$ cat config.mk
export PLATFORM = sky130hd
export DESIGN_NAME = alu_op_decoder
export DESIGN_NICKNAME = d
export VERILOG_FILES = /design/src/rtl/alu_pkg.sv /design/src/rtl/alu_op_decode_comb.sv /design/src/rtl/alu_op_decoder.sv
export SDC_FILE = /design/constraint.sdc
export NUM_CORES = 1
export LEC_CHECK = 0
export CORE_MARGIN = 5
export CORE_UTILIZATION = 43
export CTS_BUF_LIST = sky130_fd_sc_hd__clkbuf_8
export DETAILED_ROUTE_END_ITERATION = 8
export PLACE_DENSITY_LB_ADDON = 0.2
export SETUP_SLACK_MARGIN = 0.4
export SYNTH_ARGS = -nofsm -noshare
export SYNTH_HDL_FRONTEND = slang
export SYNTH_SLANG_ARGS = --single-unit
export TNS_END_PERCENT = 30
$ cat constraint.sdc
create_clock -name clk -period 4.1 [get_ports clk]
set_input_delay 1.025 -clock clk [delete_from_list [all_inputs] [get_ports clk]]
set_output_delay 1.025 -clock clk [all_outputs]
set_load 0.02 [all_outputs]
$ cat src/rtl/alu_pkg.sv
// Shared constants and types for the integer function unit and its decode stage.
package alu_pkg;

  localparam int unsigned XLEN     = 32;
  localparam int unsigned FS_WIDTH = 4;

  // Function-select codes; the function unit decodes the same values.
  localparam logic [FS_WIDTH-1:0] FS_ADD  = 4'b0000;
  localparam logic [FS_WIDTH-1:0] FS_SUB  = 4'b0001;
  localparam logic [FS_WIDTH-1:0] FS_SLL  = 4'b0010;
  localparam logic [FS_WIDTH-1:0] FS_SLT  = 4'b0100;
  localparam logic [FS_WIDTH-1:0] FS_SLTU = 4'b0110;
  localparam logic [FS_WIDTH-1:0] FS_XOR  = 4'b1000;
  localparam logic [FS_WIDTH-1:0] FS_SRL  = 4'b1010;
  localparam logic [FS_WIDTH-1:0] FS_SRA  = 4'b1011;
  localparam logic [FS_WIDTH-1:0] FS_OR   = 4'b1100;
  localparam logic [FS_WIDTH-1:0] FS_AND  = 4'b1110;

  // Major opcodes handled by this stage.
  localparam logic [6:0] OPC_OP     = 7'b0110011;
  localparam logic [6:0] OPC_OP_IMM = 7'b0010011;
  localparam logic [6:0] OPC_LUI    = 7'b0110111;
  localparam logic [6:0] OPC_AUIPC  = 7'b0010111;

  // Operand A source selects.
  localparam logic [1:0] ASEL_RS1  = 2'b00;
  localparam logic [1:0] ASEL_PC   = 2'b01;
  localparam logic [1:0] ASEL_ZERO = 2'b10;

  // Decoded bundle handed to the execute stage (pc travels separately).
  typedef struct packed {
    logic [FS_WIDTH-1:0] fs;
    logic [1:0]          a_sel;
    logic                b_sel;
    logic [XLEN-1:0]     imm;
    logic [4:0]          rs1;
    logic [4:0]          rs2;
    logic [4:0]          rd;
    logic                reg_write;
    logic                illegal;
  } dec_bundle_t;

endpackage

$ cat src/rtl/alu_op_decode_comb.sv
// Purely combinational RV32I integer-compute decode: instruction word to bundle.
module alu_op_decode_comb
  import alu_pkg::*;
(
  input  logic [31:0]  instr,
  output dec_bundle_t  bundle
);

  logic [6:0] opcode;
  logic [2:0] funct3;
  logic [6:0] funct7;

  assign opcode = instr[6:0];
  assign funct3 = instr[14:12];
  assign funct7 = instr[31:25];

  // Field decode; illegal encodings collapse to an all-zero operation.
  always_comb begin
    logic legal;
    legal            = 1'b0;
    bundle.fs        = FS_ADD;
    bundle.a_sel     = ASEL_RS1;
    bundle.b_sel     = 1'b0;
    bundle.imm       = '0;
    bundle.rs1       = instr[19:15];
    bundle.rs2       = instr[24:20];
    bundle.rd        = instr[11:7];

    if (instr[1:0] == 2'b11) begin
      case (opcode)
        OPC_OP: begin
          legal = (funct7 == 7'b0000000) ||
                  ((funct7 == 7'b0100000) && ((funct3 == 3'b000) || (funct3 == 3'b101)));
          bundle.fs = {funct3, funct7[5]};
        end
        OPC_OP_IMM: begin
          bundle.b_sel = 1'b1;
          if (funct3 == 3'b001) begin
            legal      = (funct7 == 7'b0000000);
            bundle.fs  = {funct3, instr[30]};
            bundle.imm = {{(XLEN-5){1'b0}}, instr[24:20]};
          end else if (funct3 == 3'b101) begin
            legal      = (funct7 == 7'b0000000) || (funct7 == 7'b0100000);
            bundle.fs  = {funct3, instr[30]};
            bundle.imm = {{(XLEN-5){1'b0}}, instr[24:20]};
          end else begin
            legal      = 1'b1;
            bundle.fs  = {funct3, 1'b0};
            bundle.imm = {{(XLEN-12){instr[31]}}, instr[31:20]};
          end
        end
        OPC_LUI: begin
          legal        = 1'b1;
          bundle.a_sel = ASEL_ZERO;
          bundle.b_sel = 1'b1;
          bundle.imm   = {instr[31:12], 12'b0};
        end
        OPC_AUIPC: begin
          legal        = 1'b1;
          bundle.a_sel = ASEL_PC;
          bundle.b_sel = 1'b1;
          bundle.imm   = {instr[31:12], 12'b0};
        end
        default: legal = 1'b0;
      endcase
    end

    if (!legal) begin
      bundle.fs    = FS_ADD;
      bundle.a_sel = ASEL_RS1;
      bundle.b_sel = 1'b0;
      bundle.imm   = '0;
    end

    bundle.illegal   = !legal;
    bundle.reg_write = legal && (bundle.rd != 5'd0);
  end

endmodule

$ cat src/rtl/alu_op_decoder.sv
// Registered decode stage with valid/ready handshake and redirect flush.
module alu_op_decoder
  import alu_pkg::*;
#(
  parameter int unsigned XLEN_P = 32
) (
  input  logic                clk,
  input  logic                rst,
  input  logic                flush,
  input  logic                in_valid,
  output logic                in_ready,
  input  logic [31:0]         in_instr,
  input  logic [XLEN_P-1:0]   in_pc,
  output logic                out_valid,
  input  logic                out_ready,
  output logic [FS_WIDTH-1:0] out_fs,
  output logic [1:0]          out_a_sel,
  output logic                out_b_sel,
  output logic [XLEN_P-1:0]   out_imm,
  output logic [4:0]          out_rs1,
  output logic [4:0]          out_rs2,
  output logic [4:0]          out_rd,
  output logic                out_reg_write,
  output logic                out_illegal,
  output logic [XLEN_P-1:0]   out_pc
);

  dec_bundle_t        dec;
  dec_bundle_t        bundle_q;
  logic [XLEN_P-1:0]  pc_q;
  logic               valid_q;
  logic               in_fire;

  alu_op_decode_comb u_decode (
    .instr  (in_instr),
    .bundle (dec)
  );

  // No skid buffer: accept only when the output slot is empty or draining.
  assign in_ready = !valid_q || out_ready;
  assign in_fire  = in_valid && in_ready;

  // Output register; flush wins over both load and drain.
  always_ff @(posedge clk or posedge rst) begin
    if (rst) begin
      valid_q  <= 1'b0;
      bundle_q <= '0;
      pc_q     <= '0;
    end else if (flush) begin
      valid_q <= 1'b0;
    end else if (in_fire) begin
      valid_q  <= 1'b1;
      bundle_q <= dec;
      pc_q     <= in_pc;
    end else if (out_ready) begin
      valid_q <= 1'b0;
    end
  end

  assign out_valid     = valid_q;
  assign out_fs        = bundle_q.fs;
  assign out_a_sel     = bundle_q.a_sel;
  assign out_b_sel     = bundle_q.b_sel;
  assign out_imm       = bundle_q.imm[XLEN_P-1:0];
  assign out_rs1       = bundle_q.rs1;
  assign out_rs2       = bundle_q.rs2;
  assign out_rd        = bundle_q.rd;
  assign out_reg_write = bundle_q.reg_write;
  assign out_illegal   = bundle_q.illegal;
  assign out_pc        = pc_q;

endmodule

* After elaboration in Yosys (flattened, before gate mapping)
Cells that the tools add are included.
** Word-level totals
- Register bits :: 89
- Input port bits :: 69
- Output and inout bits :: 90
- Word-level logic and storage cells :: 51
** Cells by class
- Equality and inequality tests :: 8
- Multiplexer cells :: 16
- Bitwise operators :: 1
- Reductions and logical operators :: 15
** Operators by type and width (number)
- 39-bit 2-to-1 mux :: 2
- 33-bit case mux with 2 select lines :: 1
- 32-bit 2-to-1 mux :: 2
- 7-bit by 6-bit == test with 1-bit output (second input constant) :: 3
- 7-bit by 5-bit == test with 1-bit output (second input constant) :: 2
- 1-bit 2-to-1 mux :: 8
- 4-bit case mux with 2 select lines :: 1
- 7-bit zero test :: 1
- 5-bit nonzero test :: 1
- 1-bit logical OR :: 4
- 2-bit case mux with 2 select lines :: 1
- 3-bit by 1-bit == test with 1-bit output (second input constant) :: 1
- 3-bit == test (second input constant) :: 1
- 1-bit logical AND :: 3
- 3-bit zero test :: 1
- 1-bit case mux with 3 select lines :: 1
- 3-bit nonzero test :: 1
- 2-bit == test (second input constant) :: 1
- 1-bit zero test :: 2
- 2-bit AND reduction :: 1
- 2-bit OR reduction :: 1
- 1-bit NOT :: 1

* Logic depth before layout (Yosys ltp)
Gate-level depths: netlist (run 1).
- Depth in word-level cells :: 7
- Mapped depth :: 7
- Depth with buffers taken out :: 5

* Hierarchy
A second synthesis (run 1) with hierarchy kept.
** Unflattened totals
- Cell total of the unflattened synthesis :: 277
- Area total of the unflattened synthesis :: 3920.0 sq um
** Modules (own cells, without submodules)
- alu_op_decoder :: instances 1, cells each 192, area an instance 3320.7 sq um, sequential area each 2227.1 sq um
- alu_op_decode_comb :: instances 1, cells each 85, area an instance 599.3 sq um, sequential area each 0.0 sq um

* Worst setup path before layout (run 1)
OpenSTA, ideal clock, no wires.
- Path kind :: input-to-output
- Start :: input port out_ready
- End :: output port in_ready
- Data arrival time :: 1.359 ns
- Data required time :: 3.075 ns
- Setup slack :: 1.716 ns
- Stages on the path :: 2
- Buffers on the path :: 0
- Cells stage by stage :: nor2b_1 -> inv_1
** Between the ends
- Longest elaborated chain between the ends :: 1
** Ends and longest elaborated chain
- from (decl) :: RTL line alu_op_decoder.sv:15 : input logic out_ready,
- 1-bit logical OR :: RTL line alu_op_decoder.sv:40 : assign in_ready = !valid_q || out_ready;
- to (decl) :: RTL line alu_op_decoder.sv:11 : output logic in_ready,
Every way passes these cells.

* Worst setup path in the final report (run 1)
Ends and elaborated chain as after synthesis.

==> metrics.md, run 1 <==
| Metric | Value |
|---|---|
| IO Count | `159` |
| Yosys top cell area share | `61.7%` |
| Peak VDD IR | `0.000249 V` |
| Clk slew on worst S/H paths | `about 80 ps` |
| CTS Buf Count | `9` |
| Slew of the pin with the lowest slew margin | `1070 ps` |
| Final clock period utilization by the worst path | `83.3%` |
| Dpl hpwl | `7390 um` |
| Critical path required time | `3070 ps` |
| Filler Cell Count | `673` |
| Core Rows | `33` |
| Netlist cell types | `30` |
| Worst Path Arrival | `approximately 2400 ps` |
| Mapped Area | `approximately 3600 um^2` |
| Worst clock skew | `4.89 ps` |
| Die height | `102 um` |
| Slew margin rel. | `29.0%` |
| CTS tree | `built` |
| Root Driver | `clkbuf_8` |
| Chip Width | `slightly above 100 um` |
| H-Tree Depth | `3` |
| Worst Setup Start Kind | `input port` |
| Critical path endpoint | `in_ready` |
| Total setup buffers inserted after CTS | `0` |
| Routed Antenna Nets | `0` |
| Reg area | `2230 um^2` |
| Largest cells by area after synthesis | `dfrtp_1, nand2_1, nand3_1, a22o_1, o31ai_1` |
| Power per Cell Area | `between 300 and 400 nW/um^2` |
| Hold_buf cts | `0` |
| DIE AREA | `10300 um^2` |
| Final wirelength | `10100 um` |
| Number of synthesized register bits | `89` |
| Antenna violations before repair | `0` |
| Hold Vio Cnt, Final | `0` |
| Met3 Usage GRT | `6.54%` |
| Worst R2R Start | `out_valid` |
| Final Setup Violations | `0` |
| Leak Pwr | `2.62 nW` |
| Setup tns final | `0 ps` |
| Status | `complete, no violations` |
| Area leader, netlist | `dfrtp_1` |
| Count leader, synth | `nand2_1` |
| RSZ-0062 raised after global routing | `false` |
| Syn. warnings | `0` |
| Setup WS pre-CTS | `666 ps` |
| Clk_lat worst skew | `350 ps` |
| Number of port buffers | `158` |
| Initial Util | `43.9%` |
| EDFF count, synth | `0` |
| GR peak layer | `met2` |
| Crit-path max FO | `3` |
| Reg-to-reg critical path endpoint | `out_fs[1]` |
| Synthesized net count | `459` |
| Area of the multi-input gates | `~1300 um^2` |
| FF-to-FF path depth | `6` |
| Number of global-route vias before repair | `3282` |
| Period minus WS final | `around 3400 ps` |
| Vias per cell | `slightly below 5` |
| Critical setup path kind | `input port to primary output` |
| Routability cong. | `0.730` |
| Largest net degree at the start of global routing | `90` |
| Drc violations | `0` |
| Vias post-DR | `3254` |
| Layout area overhead | `53.0%` |
| Detailed-router iteration count before antenna repair | `5` |
| Max-slew violations | `0` |
| Cells after Synth | `390` |
| Crit. Startpoint | `out_ready` |
| Post-synth ARST share | `100%` |
| Met1 Resource Use GR | `approximately a quarter` |
| Share of layout cells above drive strength 1 | `under 10%` |
| DRT iter0 DRCs | `100` |
| DR WL/cell | `15.4 um` |
| Min-delay worst type | `flop to flop` |
| Met2 usage | `between 30% and 40%` |
| First-pass GRT wire length | `roughly 16000 um` |
| R2R setup slack | `2040 ps` |
| Worst hold slack | `478 ps` |
| PostCTS Resize Cnt | `0` |
| Predominant post-synthesis flop cell | `dfrtp_1` |
| Max Cap Viol | `0` |
| Synth cell count leaders | `nand2_1, dfrtp_1, nand3_1` |
| CTS sink count | `89` |
| Final setup margin | `approximately 680 ps` |
| Setup crit end kind | `primary output` |
| Clock Path Buffers | `2` |
| Core Area | `8220 um^2` |
| Maximum clock frequency | `just under 300 MHz` |
| GRT Total Usage | `20.2%` |
| Ant. Diodes | `0` |
| Total power | `~0.0021 W` |
| Mean Syn Cell Area | `9.26 um^2` |
| Layout Nets | `615` |
| Seq/Total Area, Yosys | `61.7%` |
| Remaining Overflow, GRT | `0` |
[cell usage in the layout (no fill, tap or decap), drive strengths merged, types with 2 or more instances in the layout]
master         Yosys  routed
a31oi              2       2
or2                3       3
nor3               3       3
nor2               7       7
inv                3       4
clkbuf            12      11
buf               10       9
a22o               7       7
a32o               3       3
dfrtp             89      89
nand2            176     176
clkinvlp           0       2
o31ai              7       7
and3               2       2
clkdlybuf4s50      0     158
nand3             43      43
nor2b              3       3
nand2b             8       8
[routing by layer]
metal / vias to the layer above / part of all wire, %
met1: 1546 / 41
met2: 111 / 49
li1: 1577 / -
met3: 20 / 7.9
met5: - / 0
met4: 0 / 2.3
[flip-flops by register name (all words and copies together), names as in the netlist]
register,flops
out_valid,1
out_a_sel,2
out_rd,5
out_fs,4
out_b_sel,1
out_rs2,5
out_imm,32
out_reg_write,1
out_pc,32
out_illegal,1
out_rs1,5
[worst max-delay path: stages]
cell and delay, ps:
clkdlybuf4s50_1 400, nor2b_1 310, inv_1 110, clkdlybuf4s50_1 550
[logic make-up after synthesis]
family / share of synthesized area [%]
compound gates: 5.41
buf+inv: 2.91
flops: 61.7
simple gates: 30.0
[cell type report]
type / instances / area share [%]
timing repair buffer: 167 / 29.9
inverter: 3 / 0.249
multi-input combinational: 276 / 23.3
clock inverter: 5 / 1.13
sequential: 89 / 40.3
clock buffer: 11 / 2.74
tap: 105 / 2.38
[through the flow]
step                instance area (um^2)  std cells  util, %
finish                              5520        656     67.2
global placement                    5310        640     64.6
detailed placement                  5310        640     64.6
global route                        5520        656     67.2
floorplan                           3610        390        -
CTS                                 5520        656     67.2
[worst min-delay path by stage]
stage	end	cells past startpoint	slack [ps]	start
CTS	out_pc[31]	2	480	out_pc[31]
detailed placement	out_rs1[0]	2	460	out_rs1[0]
floorplan	out_fs[0]	2	580	out_fs[0]
global route	out_rs1[0]	2	510	out_rs1[0]
finish	out_pc[31]	2	480	out_pc[31]
global placement	out_pc[0]	2	460	out_pc[0]
[power by group]
group | total (W) | switching, W | internal [W] | leakage, nW
Combinational | 0.000455 | 0.000236 | 0.000219 | 1.35
Sequential | 0.000987 | 0.0000381 | 0.000949 | 1.16
Clock | 0.000638 | 0.000319 | 0.000318 | 0.102
Power figures use the tool's default switching activity.
==> run 2: changes to the inputs <==
==> constraint.sdc (replaced) <==
create_clock -name clk -period 3.35 [get_ports clk]
set_input_delay 0.8375 -clock clk [delete_from_list [all_inputs] [get_ports clk]]
set_output_delay 0.8375 -clock clk [all_outputs]
set_load 0.02 [all_outputs]
==> run 2 against run 1 <==
Net effect: count of clock-buffer cells in the layout shrank 2; register-to-register slack got worse by 500 ps; global-route usage rose by 0.42 points; hold slack worse by 3.3 ps; die area unchanged; clock power up 9.9%; via count down 0.80%; critical endpoint unchanged; cell area is 0.32% higher; largest cell class unchanged; sequential power up 23%; first-iteration DRC count is 29% higher; sequential share of layout area fell by 0.13 points; power grew 19%.
==> metrics.md, run 2 (synthesized netlist as in run 1, its figures left out) <==
| Metric | Value |
|---|---|
| Period minus WS final | `2580 ps` |
| RSZ-0062 raised after global routing | `false` |
| CTS sink count | `89 (unchanged)` |
| Largest net degree at the start of global routing | `57 (-37%)` |
| Slew of the pin with the lowest slew margin | `679 ps (-386 ps)` |
| Cells after DPL | `642 (+0.31%)` |
| Most frequent cells in the layout | `nand2_1, clkdlybuf4s50_1, dfrtp_1, nand3_1` |
| CTS Buf Count | `9 (unchanged)` |
| Core Rows | `33 (unchanged)` |
| Ant. Diodes | `0 (unchanged)` |
| First-pass GRT wire length | `16700 um (+2.9%)` |
| CTS tree | `built` |
| Commonest non-fill, non-tap cell in the layout | `nand2_1` |
| Crit-path cells | `clkdlybuf4s50_1 -> nor2b_2 -> inv_1 -> dlymetal6s2s_1` |
| Layout Nets | `617 (+0.33%)` |
| Layout area overhead | `53.5%` |
| Number of port buffers | `158 (unchanged)` |
| Status | `complete, no violations` |
| H-Tree Depth | `3 (unchanged)` |
| Vias per cell | `4.91 (-0.95%)` |
| DIE AREA | `10300 um^2 (unchanged)` |
| Power per Cell Area | `446 nW/um^2 (+18%)` |
| Worst clock skew | `7.81 ps (+2.92 ps)` |
| Number of global-route vias before repair | `3329 (+1.4%)` |
| Crit-path slowest cell | `clkdlybuf4s50_1` |
| Share of layout cells above drive strength 1 | `6.16% (+0.17 points)` |
| Peak VDD IR | `0.000255 V (+2.4%)` |
| Worst Setup Start Kind | `input port` |
| Detailed-router iteration count before antenna repair | `5 (unchanged)` |
| Routed Antenna Nets | `0 (unchanged)` |
| Slew margin rel. | `54.6% (+26 points)` |
| Core Util, Final | `67.4% (+0.21 points)` |
| Drc violations | `0 (unchanged)` |
| Non-Filler Instances | `657 (+0.15%)` |
| Critical path's top delay family | `buffers and inverters` |
| Dpl hpwl | `7540 um (+2.1%)` |
| Hold_buf cts | `0 (unchanged)` |
| Final setup margin | `769 ps (+85.2 ps)` |
| Clk_lat worst skew | `340 ps (about the same)` |
| Chip Width | `102 um (unchanged)` |
| IO Count | `159 (unchanged)` |
| Final clock period utilization by the worst path | `77.1%` |
| Final Setup Violations | `0 (unchanged)` |
| Routability cong. | `0.782 (+7.2%)` |
| Initial Util | `43.9% (unchanged)` |
| Worst R2R Start | `out_valid` |
| DRT iter0 DRCs | `129 (+29%)` |
| GRT Total Usage | `20.7% (+0.42 points)` |
| Root Driver | `clkbuf_8` |
| HP Start | `out_a_sel[1]` |
| Setup tns final | `0 ps (unchanged)` |
| Buf+Inv Stages, Crit Path | `3 (unchanged)` |
| Clock Path Buffers | `2 (unchanged)` |
| Area of the multi-input gates | `1290 um^2 (+0.19%)` |
| Die height | `102 um (unchanged)` |
| Worst Path Arrival | `1740 ps (-650 ps)` |
| Max-slew violations | `0 (unchanged)` |
| Min-delay worst type | `flop to flop` |
| Reg area | `2230 um^2 (unchanged)` |
| Clk slew on worst S/H paths | `90 ps (about the same)` |
| Critical setup path kind | `input port to primary output` |
| Final wirelength | `10200 um (+1.0%)` |
| Setup WS pre-CTS | `334 ps (-332 ps)` |
| Crit-path max FO | `3 (unchanged)` |
| Critical path required time | `2510 ps (-560 ps)` |
| Max incr delay on CP | `410 ps (-140 ps)` |
| Maximum clock frequency | `387 MHz` |
| Max Cap Viol | `0 (unchanged)` |
| Remaining Overflow, GRT | `0 (unchanged)` |
| Leak Pwr | `2.62 nW (+0.22%)` |
| Setup crit end kind | `primary output` |
| Antenna violations before repair | `0 (unchanged)` |
| Hold Vio Cnt, Final | `0 (unchanged)` |
| Core Area | `8220 um^2 (unchanged)` |
| Vias post-DR | `3228 (-0.80%)` |
| DR WL/cell | `15.6 um (+0.89%)` |
| Crit. Startpoint | `out_ready` |
| Filler Cell Count | `685 (+1.8%)` |
## run 2: tightest hold or removal path, cell delays in order (launching register included)
cell	delay, ps
dfrtp_1	350
nand2_1	50
nand2_1	50
## run 2: worst paths after layout
path,to,slack [ps],cells past startpoint
min in group asynchronous,out_imm[8],930,2
worst min-delay path,out_a_sel[1],480,2
max in group asynchronous,out_pc[28],1680,3
worst max register to register,out_imm[4],1540,6
worst max-delay path,in_ready,770,4
worst min register to register,out_a_sel[1],480,2
## run 2: area by class of cell
type | instances | share of cell area (%)
clock buffer | 9 | 2.24
timing repair buffer | 169 | 30.5
tap | 105 | 2.37
clock inverter | 6 | 1.11
multi-input combinational | 276 | 23.3
sequential | 89 | 40.2
inverter | 3 | 0.271
## run 2: per-stage QoR
step,hold WS (ps),total power (W),cell area [um^2]
global route,503,0.00260,5540
floorplan,579,0.00147,3610
CTS,483,0.00250,5540
finish,475,0.00247,5540
detailed placement,461,0.00180,5350
global placement,456,0.00179,5350
## run 2: timing repair
item	in CTS	in global routing
pin swaps	0	0
resized for setup	1	1
setup buffers	0	0
endpoints found under the setup margin	1	1
gates cloned	0	0
## run 2: per-layer routing
metal  global-route usage (%)  part of all wire (%)
met1                     26.3                    42
met5                        0                     0
met3                     7.16                   8.2
met4                     5.01                  0.83
met2                     34.0                    49
## run 2: where the power goes
group	switching (W)	leakage, nW	total, W	internal, W
combinational	0.000290	1.37	0.000564	0.000273
sequential	0.0000446	1.16	0.00121	0.00116
clock	0.000365	0.0885	0.000701	0.000337
